File: config.mk
export PLATFORM = sky130hd
export DESIGN_NAME = vram_arbiter
export DESIGN_NICKNAME = d
export VERILOG_FILES = /design/src/rtl/vram_pkg.sv /design/src/rtl/vram_arbiter.sv
export SDC_FILE = /design/constraint.sdc
export NUM_CORES = 1
export LEC_CHECK = 0
export CAP_MARGIN = 20
export CORE_MARGIN = 2
export CORE_UTILIZATION = 30
export CTS_CLUSTER_DIAMETER = 150
export DETAILED_ROUTE_END_ITERATION = 6
export PLACE_DENSITY = 0.69
export REMOVE_ABC_BUFFERS = 1
export SETUP_SLACK_MARGIN = 0.5
export SYNTH_ARGS = -nofsm -noshare
export SYNTH_HDL_FRONTEND = slang
export SYNTH_SLANG_ARGS = --single-unit
File: constraint.sdc
create_clock -name clk -period 3.3 [get_ports clk]
set_input_delay 0.33 -clock clk [delete_from_list [all_inputs] [get_ports clk]]
set_output_delay 0.33 -clock clk [all_outputs]
set_load 0.03 [all_outputs]
File: src/rtl/vram_pkg.sv
// Shared definitions for the VRAM arbiter.
//   state_e : grant decision / registered grant state
//   owner_e : which requester owns the read response in flight
//   MAX_VGA_BURST_DEF : default number of VGA grants allowed while a CPU access waits
package vram_pkg;

    typedef enum logic [1:0] {
        IDLE       = 2'd0,
        GNT_VGA    = 2'd1,
        GNT_CPU_RD = 2'd2,
        GNT_CPU_WR = 2'd3
    } state_e;

    typedef enum logic {
        OWN_VGA = 1'b0,
        OWN_CPU = 1'b1
    } owner_e;

    localparam int unsigned MAX_VGA_BURST_DEF = 4;

endpackage

File: src/rtl/vram_arbiter.sv
// Single-port VRAM arbiter between a CPU (one-entry pending access) and a VGA
// fetch engine. VGA has priority but may only take MAX_VGA_BURST consecutive
// grants while a CPU access waits. RAM read latency is one cycle.
// Ports:
//   clk, resetn                  : clock, synchronous active-low reset
//   cpu_addr/wdata/wmask/rstrb   : CPU strobe interface (wmask != 0 means write)
//   cpu_rdata/rdone/busy         : CPU read response and busy flag
//   vga_req/vga_addr             : VGA fetch request (level) and address
//   vga_rdata/vga_valid          : VGA fetch response
//   ram_addr/wdata/be/we/rdata   : single RAM port
module vram_arbiter
    import vram_pkg::*;
#(
    parameter int unsigned MAX_VGA_BURST = MAX_VGA_BURST_DEF,
    parameter int unsigned AW            = 32
) (
    input  logic          clk,
    input  logic          resetn,
    input  logic [AW-1:0] cpu_addr,
    input  logic [31:0]   cpu_wdata,
    input  logic [3:0]    cpu_wmask,
    input  logic          cpu_rstrb,
    output logic [31:0]   cpu_rdata,
    output logic          cpu_rdone,
    output logic          cpu_busy,
    input  logic          vga_req,
    input  logic [AW-1:0] vga_addr,
    output logic [31:0]   vga_rdata,
    output logic          vga_valid,
    output logic [AW-1:0] ram_addr,
    output logic [31:0]   ram_wdata,
    output logic [3:0]    ram_be,
    output logic          ram_we,
    input  logic [31:0]   ram_rdata
);

    localparam int SW = (MAX_VGA_BURST < 1) ? 1 : $clog2(MAX_VGA_BURST + 1);
    localparam logic [SW-1:0] STREAK_MAX = SW'(MAX_VGA_BURST);

    state_e        state_q, state_d;
    owner_e        rsp_own_q, rsp_own_d;
    logic          pend_vld_q, pend_vld_d;
    logic          pend_we_q, pend_we_d;
    logic [AW-1:0] pend_addr_q, pend_addr_d;
    logic [31:0]   pend_wdata_q, pend_wdata_d;
    logic [3:0]    pend_be_q, pend_be_d;
    logic [SW-1:0] streak_q, streak_d;
    logic [AW-1:0] ram_addr_q, ram_addr_d;
    logic          cpu_stb;
    logic          cpu_gnt;
    logic          rsp_vld;

    assign cpu_stb = cpu_rstrb || (cpu_wmask != 4'b0000);

    // ---- state register ----
    always_ff @(posedge clk) begin
        if (!resetn) begin
            state_q    <= IDLE;
            rsp_own_q  <= OWN_VGA;
            pend_vld_q <= 1'b0;
            streak_q   <= '0;
        end else begin
            state_q    <= state_d;
            rsp_own_q  <= rsp_own_d;
            pend_vld_q <= pend_vld_d;
            streak_q   <= streak_d;
        end
    end

    // Payload registers carry no reset: pend_vld_q qualifies them.
    always_ff @(posedge clk) begin
        pend_we_q    <= pend_we_d;
        pend_addr_q  <= pend_addr_d;
        pend_wdata_q <= pend_wdata_d;
        pend_be_q    <= pend_be_d;
        ram_addr_q   <= ram_addr_d;
    end

    // ---- next-state / grant decision ----
    // state_d is this cycle's grant; no grant is issued while reset is asserted
    // so a pending write cannot slip out in the reset cycle.
    always_comb begin
        state_d = IDLE;
        if (resetn) begin
            if (pend_vld_q && (!vga_req || streak_q == STREAK_MAX)) begin
                state_d = pend_we_q ? GNT_CPU_WR : GNT_CPU_RD;
            end else if (vga_req) begin
                state_d = GNT_VGA;
            end
        end
    end

    assign cpu_gnt = (state_d == GNT_CPU_RD) || (state_d == GNT_CPU_WR);

    // ---- pending CPU access, streak counter, response owner ----
    always_comb begin
        pend_vld_d   = pend_vld_q;
        pend_we_d    = pend_we_q;
        pend_addr_d  = pend_addr_q;
        pend_wdata_d = pend_wdata_q;
        pend_be_d    = pend_be_q;
        if (cpu_gnt) begin
            pend_vld_d = 1'b0;
        end
        // A grant implies pend_vld_q, so capture and retire never coincide.
        if (cpu_stb && !pend_vld_q) begin
            pend_vld_d   = 1'b1;
            pend_we_d    = (cpu_wmask != 4'b0000);
            pend_addr_d  = cpu_addr;
            pend_wdata_d = cpu_wdata;
            pend_be_d    = cpu_wmask;
        end

        streak_d = streak_q;
        if (cpu_gnt || !pend_vld_q) begin
            streak_d = '0;
        end else if (state_d == GNT_VGA && streak_q != STREAK_MAX) begin
            streak_d = streak_q + SW'(1);
        end

        rsp_own_d = (state_d == GNT_CPU_RD) ? OWN_CPU : OWN_VGA;
    end

    // ---- RAM port outputs ----
    always_comb begin
        ram_addr = ram_addr_q;
        ram_we   = 1'b0;
        ram_be   = 4'b0000;
        unique case (state_d)
            GNT_VGA:    ram_addr = vga_addr;
            GNT_CPU_RD: ram_addr = pend_addr_q;
            GNT_CPU_WR: begin
                ram_addr = pend_addr_q;
                ram_we   = 1'b1;
                ram_be   = pend_be_q;
            end
            default: ;
        endcase
        ram_addr_d = ram_addr;
    end

    assign ram_wdata = pend_wdata_q;
    assign cpu_busy  = pend_vld_q;

    // ---- response stage ----
    // The registered grant state doubles as the response valid: only read
    // grants return data; rsp_own_q says whose data it is.
    assign rsp_vld   = (state_q == GNT_VGA) || (state_q == GNT_CPU_RD);
    assign vga_valid = rsp_vld && (rsp_own_q == OWN_VGA);
    assign cpu_rdone = rsp_vld && (rsp_own_q == OWN_CPU);
    assign vga_rdata = vga_valid ? ram_rdata : 32'h0;
    assign cpu_rdata = cpu_rdone ? ram_rdata : 32'h0;

endmodule

==> results.json, run 1 <==
{
  "max-clock-path-buffers": 2,
  "port-buffer-count": 271,
  "synthArstFlopShare_pct": 0,
  "firstDrtPassIters": 4,
  "power.density_nw_per_um2": 487,
  "required_time_of_the_critical_path_ns": 2.97,
  "drt_total_wl_mm": 13.8,
  "most_common_library_cell_in_the_layout_ignoring_fill_and_taps": "sky130_fd_sc_hd__clkdlybuf4s50_1",
  "synth.distinct_cells": 29,
  "fp.dieArea_um2": 14600,
  "cts-buffers-inserted": 9,
  "core_area_um2": 13300,
  "timing.setup.tns_ns": 0,
  "cts.sink_count": 108,
  "post-place-ws_ns": 0.834,
  "routed_wire_length_per_instance_um": 18.7,
  "finalSetupViolCount": 0,
  "vias": 3516,
  "first_iter_violations": 118,
  "area.growth.synth_to_final_pct": 78.0,
  "setup.worst_path.end_class": "primary output",
  "finClkSkew_ns": 0.00749,
  "placement_rows": 42,
  "die_w_um": 121,
  "nNetsFinal": 695,
  "detail-route-antenna-nets": 0,
  "largest_net_degree_at_the_start_of_global_routing": 70,
  "cts_tree": "done",
  "synth.yosys.warnings": 0,
  "clock_latency_late_sink_ns": 0.35,
  "vias_per_cell": 4.76,
  "num_io_pins": 272,
  "insertedDiodeCount": 0,
  "yosys_most_used_dff": "sky130_fd_sc_hd__edfxtp_1",
  "synth_edf_count": 69,
  "place.gp.congestion": 0.753,
  "outcome": "finished, final reports clean",
  "power.static_leakage_nw": 2.99,
  "final_cell_mix": "sky130_fd_sc_hd__clkdlybuf4s50_1, sky130_fd_sc_hd__edfxtp_1, sky130_fd_sc_hd__and3_1",
  "synthesis.area_um2": 4110,
  "syn-instance-count": 291,
  "place_hpwl_mm": 10.3,
  "timing.final.max_slew_violations": 0,
  "fillCellCount": 1114,
  "track_usage_pct": 18.4,
  "path_class": "register to primary output",
  "die_h_um": 121,
  "grt_pass1_vias": 3693,
  "worst-endpoint-arrival_ns": 2.22,
  "finalCritPeriodShare_pct": 77.2,
  "grt_antenna_before_repair": 0,
  "worst_slack_ns": 0.753,
  "global_route_wire_length_before_repair_mm": 20.0,
  "hold_path_class": "register to register",
  "cp-start-kind": "register",
  "min_period_ns": 2.55,
  "detail_route.drc_violations": 0,
  "post_cts_buffers": 0,
  "report.final.hold_viol_count": 0,
  "drive_gt1_share_pct": 13.5,
  "syn_area_per_cell_um2": 14.1,
  "maxSlewHeadroom_pct": 39.2,
  "timing.critical_path.fanout_max": 34,
  "cts_htree_levels": 3,
  "rsz0062_at_grt": "no",
  "timing.critical_path.cells": "buf_4 -> and2b_2 -> and2_1 -> clkdlybuf4s50_1",
  "vdd_ir_drop_max_mv": 0.362,
  "synth_sequential_area_ratio_pct": 69.4,
  "crit_slowest_cell": "sky130_fd_sc_hd__clkdlybuf4s50_1",
  "fmax_ghz": 0.393,
  "max_cap_viol_count": 0,
  "synth-seq-cells": 108,
  "cp_slowest_stage_delay_ns": 0.67,
  "globalRouteOverflowTotal": 0,
  "cts.clk_slew.worst_paths_ns": 0.07,
  "max_slew.worst_pin.slew_ns": 0.913,
  "start_util_pct": 30.9,
  "root_buffer": "sky130_fd_sc_hd__clkbuf_16"
}
[cells by family (layout without fill, tap and decap cells)]
logic type | count (synthesis) | count (layout) | synth area share [%]
simple gates | 117 | 117 | 17.6
flops | 108 | 108 | 69.4
compound gates | 37 | 37 | 8.74
mux | 1 | 1 | 0.244
fa+ha+maj | 2 | 2 | 0.609
buf+inv | 25 | 296 | 3.14
xor+xnor | 1 | 1 | 0.213
[per-stage QoR]
stage	total power [W]	instances	instance area, um^2	hold WS (ns)	util (%)
after global routing	0.00370	738	7310	0.503	55.0
after floorplan	0.00207	269	3990	0.427	-
after detailed placement	0.00256	722	7020	0.456	52.8
final	0.00356	738	7310	0.463	55.0
after global placement	0.00255	722	7020	0.433	52.8
after CTS	0.00360	738	7300	0.466	54.9
[cell type report]
type	count	area (um^2)	share of cell area (%)
clock buffer	10	239	3.27
clock inverter	6	46.3	0.633
inverter	3	11.3	0.154
timing repair buffer	277	2800	38.3
sequential	108	2850	39.0
multi-input combinational	158	1140	15.6
tap	176	220	3.01
[final timing paths]
path / startpoint / to / slack, ns / cells past startpoint
worst max-delay path: rsp_own_q / vga_rdata[22] / 0.75 / 4
worst min-delay path: streak_q[0] / streak_q[0] / 0.46 / 1
worst max register to register: cpu_busy / pend_addr_q[21] / 1.49 / 3
worst min register to register: streak_q[0] / streak_q[0] / 0.46 / 1
[critical path: cells and delay by family (launching register included)]
family | cells | cell delay, ns
buffers and inverters | 2 | 0.87
and+or+nand+nor | 2 | 0.69
DFF | 1 | 0.30
[where the power goes]
part / total [W] / switching [W] / internal (W)
combinational: 0.000899 / 0.000474 / 0.000425
sequential: 0.00163 / 0.0000410 / 0.00158
clock: 0.00104 / 0.000496 / 0.000540
[flip-flops by register name (all words and copies together) (netlist names)]
| name | flops |
|---|---|
| pend_we_q | 1 |
| pend_be_q | 4 |
| cpu_busy | 1 |
| ram_addr_q | 32 |
| ram_wdata | 32 |
| state_q | 2 |
| streak_q | 3 |
| rsp_own_q | 1 |
| pend_addr_q | 32 |
[synth_stat cells (2+ instances only)]
library cell,number,area share (%)
sky130_fd_sc_hd__a221o_1,32,7.8
sky130_fd_sc_hd__inv_1,3,0.27
sky130_fd_sc_hd__ha_1,2,0.61
sky130_fd_sc_hd__and3_1,68,10
sky130_fd_sc_hd__nor2_1,3,0.27
sky130_fd_sc_hd__and2_1,34,5.2
sky130_fd_sc_hd__clkbuf_2,4,0.49
sky130_fd_sc_hd__buf_6,3,0.82
sky130_fd_sc_hd__edfxtp_1,69,50
sky130_fd_sc_hd__nand2_1,3,0.27
sky130_fd_sc_hd__buf_2,6,0.73
sky130_fd_sc_hd__clkbuf_1,9,0.82
sky130_fd_sc_hd__dfxtp_1,39,19
[timing repair]
action                     4_1_cts  5_1_grt
hold endpoints to repair         0        0
setup endpoints to repair       16       32
gates resized for setup          1        1
hold buffers                     0        0
[routing by layer]
layer	share of wire, %	vias up	global-route usage (%)
met1	33	1631	17.8
met3	13	23	8.08
met4	3.6	0	9.96
met5	0	-	0
met2	51	218	32.4
li1	-	1644	-
Note: power is estimated with default switching activity, not from simulation.
==> run 2: changes to the inputs <==
==> constraint.sdc (replaced) <==
create_clock -name clk -period 2.4 [get_ports clk]
set_input_delay 0.24 -clock clk [delete_from_list [all_inputs] [get_ports clk]]
set_output_delay 0.24 -clock clk [all_outputs]
set_load 0.03 [all_outputs]
==> run 2 against run 1 <==
  * Sequential power is 37% higher
  * First-iteration DRC count is 12% lower
  * Critical path depth is 3 higher
  * Clock skew is 0.0023 ns higher
  * Core utilization is 2.1 points higher
  * Worst hold slack worse by 0.20 ns
  * Count of clock-buffer cells in the layout is 2 higher
  * Cell count is 2.3% higher
==> results.json, run 2 (same netlist as run 1, synthesis figures left out) <==
{
  "track_usage_pct": 18.9,
  "grt_antenna_before_repair": 1,
  "critical-path-top-delay-family": "compound AO/OA/AOI/OAI gates",
  "reg2reg_from": "streak_q[0]",
  "start_util_pct": 30.9,
  "finalCritPeriodShare_pct": 87.2,
  "reg2reg_setup_slack_ns": 0.91,
  "required_time_of_the_critical_path_ns": 2.16,
  "finClkSkew_ns": 0.00977,
  "power.share.combinational_pct": 26.6,
  "nNetsFinal": 711,
  "final.hold.worst_slack_ns": 0.260,
  "timing.setup.tns_ns": 0,
  "cts.clk_slew.worst_paths_ns": 0.07,
  "drive_gt1_share_pct": 26.6,
  "firstDrtPassIters": 5,
  "cts_tree": "done",
  "timing.critical_path.fanout_max": 9,
  "largest_net_degree_at_the_start_of_global_routing": 35,
  "grt_pass1_vias": 3709,
  "path_class": "register to primary output",
  "num_io_pins": 272,
  "port-buffer-count": 271,
  "crit-reg2reg-capture": "ram_addr_q[12]",
  "worst-path-stages": 7,
  "timing.critical_path.cells": "inv_2 -> ha_4 -> a21boi_4 -> nor2_4 -> clkbuf_16 -> a221o_1 -> buf_6",
  "fmax_ghz": 0.478,
  "p_sw_share_pct": 27.8,
  "placement_rows": 42,
  "globalRouteOverflowTotal": 0,
  "critPathBufInv": 3,
  "fillCellCount": 1086,
  "crit_slowest_cell": "sky130_fd_sc_hd__a221o_1",
  "global_route_wire_length_before_repair_mm": 20.7,
  "power.share.clock_pct": 29.3,
  "cp_slowest_stage_delay_ns": 0.36,
  "most_common_library_cell_in_the_layout_ignoring_fill_and_taps": "sky130_fd_sc_hd__clkdlybuf4s50_1",
  "clock_latency_late_sink_ns": 0.35,
  "routed_wire_length_per_instance_um": 19.4,
  "cts_htree_levels": 3,
  "drt_total_wl_mm": 14.6,
  "area.growth.synth_to_final_pct": 84.8,
  "die_h_um": 121,
  "root_buffer": "sky130_fd_sc_hd__clkbuf_16",
  "setup.worst_path.end_class": "primary output",
  "first_iter_violations": 104,
  "max_slew.worst_pin.slew_ns": 0.398,
  "final_cell_mix": "sky130_fd_sc_hd__clkdlybuf4s50_1, sky130_fd_sc_hd__buf_4, sky130_fd_sc_hd__edfxtp_1",
  "finalSetupViolCount": 0,
  "min_period_ns": 2.09,
  "hold_path_class": "input port to register",
  "max-clock-path-buffers": 2,
  "report.final.hold_viol_count": 0,
  "internal-power_w": 0.00365,
  "cts-buffers-inserted": 9,
  "die_w_um": 121,
  "detail_route.drc_violations": 0,
  "place_hpwl_mm": 10.4,
  "outcome": "finished, final reports clean",
  "detail-route-antenna-nets": 0,
  "place.gp.congestion": 0.795,
  "cp-start-kind": "register",
  "finish.cell_count_without_fillers": 755,
  "rsz0062_at_grt": "yes",
  "sequential_power_share_pct": 44.2,
  "total_placed_cells_including_tap_cells": 725,
  "min_delay_path_depth": 2,
  "worstRegToRegCells": 6,
  "power.density_nw_per_um2": 666,
  "worst-endpoint-arrival_ns": 1.85,
  "max_cap_viol_count": 0,
  "timing.hold.worst_endpoint": "cpu_busy",
  "maxSlewHeadroom_pct": 73.5,
  "vdd_ir_drop_max_mv": 0.397,
  "vias_per_cell": 4.74,
  "fp.dieArea_um2": 14600,
  "min-delay-start": "resetn",
  "power.switching_w": 0.00141,
  "cts.sink_count": 108,
  "power.static_leakage_nw": 3.27,
  "vias": 3582,
  "core_area_um2": 13300,
  "timing.final.max_slew_violations": 0
}
## run 2: cell count changes in the layout (fill, tap and decap cells not counted), sizes merged
cell / before / now
inv: 5 / 7
clkinvlp: 1 / 0
clkbuf: 10 / 14
buf: 54 / 123
clkdlybuf4s50: 223 / 167
clkinv: 3 / 0
diode: 0 / 1
dlymetal6s2s: 0 / 1
## run 2: timing repair
action	in CTS	in global routing
setup endpoints to repair	70	44
hold buffers	0	0
gates cloned	2	3
pin swaps	5	3
setup buffers	4	4
resized for setup	36	10
## run 2: worst max-delay path by stage
stage / startpoint / endpoint / slack (ns)
final: streak_q[0] / ram_addr[12] / 0.31
after global routing: streak_q[0] / ram_addr[19] / 0.25
after CTS: streak_q[0] / ram_addr[11] / 0.28
after detailed placement: cpu_wmask[1] / ram_wdata[18] / 0.27
after global placement: resetn / ram_addr[25] / 0.36
after floorplan: cpu_busy / ram_addr[0] / -0.22
## run 2: layout make-up
type | count | area, um^2 | area share [%]
clock inverters | 4 | 35.0 | 0.461
repair buffers | 293 | 3030 | 39.9
inverters | 3 | 11.3 | 0.148
flip-flops and latches | 108 | 2860 | 37.6
clock buffers | 12 | 268 | 3.53
well taps | 176 | 220 | 2.90
diodes | 1 | 2.50 | 0.0329
multi-input cells | 158 | 1170 | 15.4
## run 2: power by group through the flow
stage                     clock (W)  sequential, W  combinational (W)
after CTS                   0.00152        0.00223            0.00134
after global placement            0        0.00227            0.00124
after global routing        0.00159        0.00225            0.00141
after detailed placement          0        0.00227            0.00126
after floorplan                   0        0.00236           0.000484
final                       0.00148        0.00223            0.00134
## run 2: worst reg2reg max path: stages (launching register included)
cell                        delay (ns)
sky130_fd_sc_hd__dfxtp_2          0.34
sky130_fd_sc_hd__inv_2            0.05
sky130_fd_sc_hd__ha_4             0.17
sky130_fd_sc_hd__a21boi_4         0.16
sky130_fd_sc_hd__nor2_4           0.09
sky130_fd_sc_hd__clkbuf_16        0.18
sky130_fd_sc_hd__a221o_1          0.36
## run 2: routing by layer
layer  routed length [um]  vias to the layer above  track usage, %
met5                    0                        -               0
met4                  316                        0            7.27
met3                 1740                       17            8.65
met2                 7680                      212            34.4
met1                 4880                     1678            18.6
li1                     -                     1675               -
## run 2: metrics by stage
step / cell area [um^2] / setup slack (ns) / total power (W) / util [%]
6_report: 7590 / 0.308 / 0.00506 / 57.1
5_1_grt: 7590 / 0.251 / 0.00525 / 57.1
4_1_cts: 7520 / 0.277 / 0.00509 / 56.5
3_5_place_dp: 6990 / 0.267 / 0.00353 / 52.6
3_3_place_gp: 6990 / 0.357 / 0.00351 / 52.6
2_1_floorplan: 3990 / -0.217 / 0.00284 / -
==> run 3: changes to the inputs <==
--- a/config.mk
+++ b/config.mk
@@ -9,6 +9,7 @@
 export CORE_MARGIN = 2
 export CORE_UTILIZATION = 30
 export CTS_CLUSTER_DIAMETER = 150
+export CTS_CLUSTER_SIZE = 40
 export DETAILED_ROUTE_END_ITERATION = 6
 export PLACE_DENSITY = 0.69
 export REMOVE_ABC_BUFFERS = 1
==> results of run 3 <==
Final layout, timing and power as in run 2 (identical DEF).
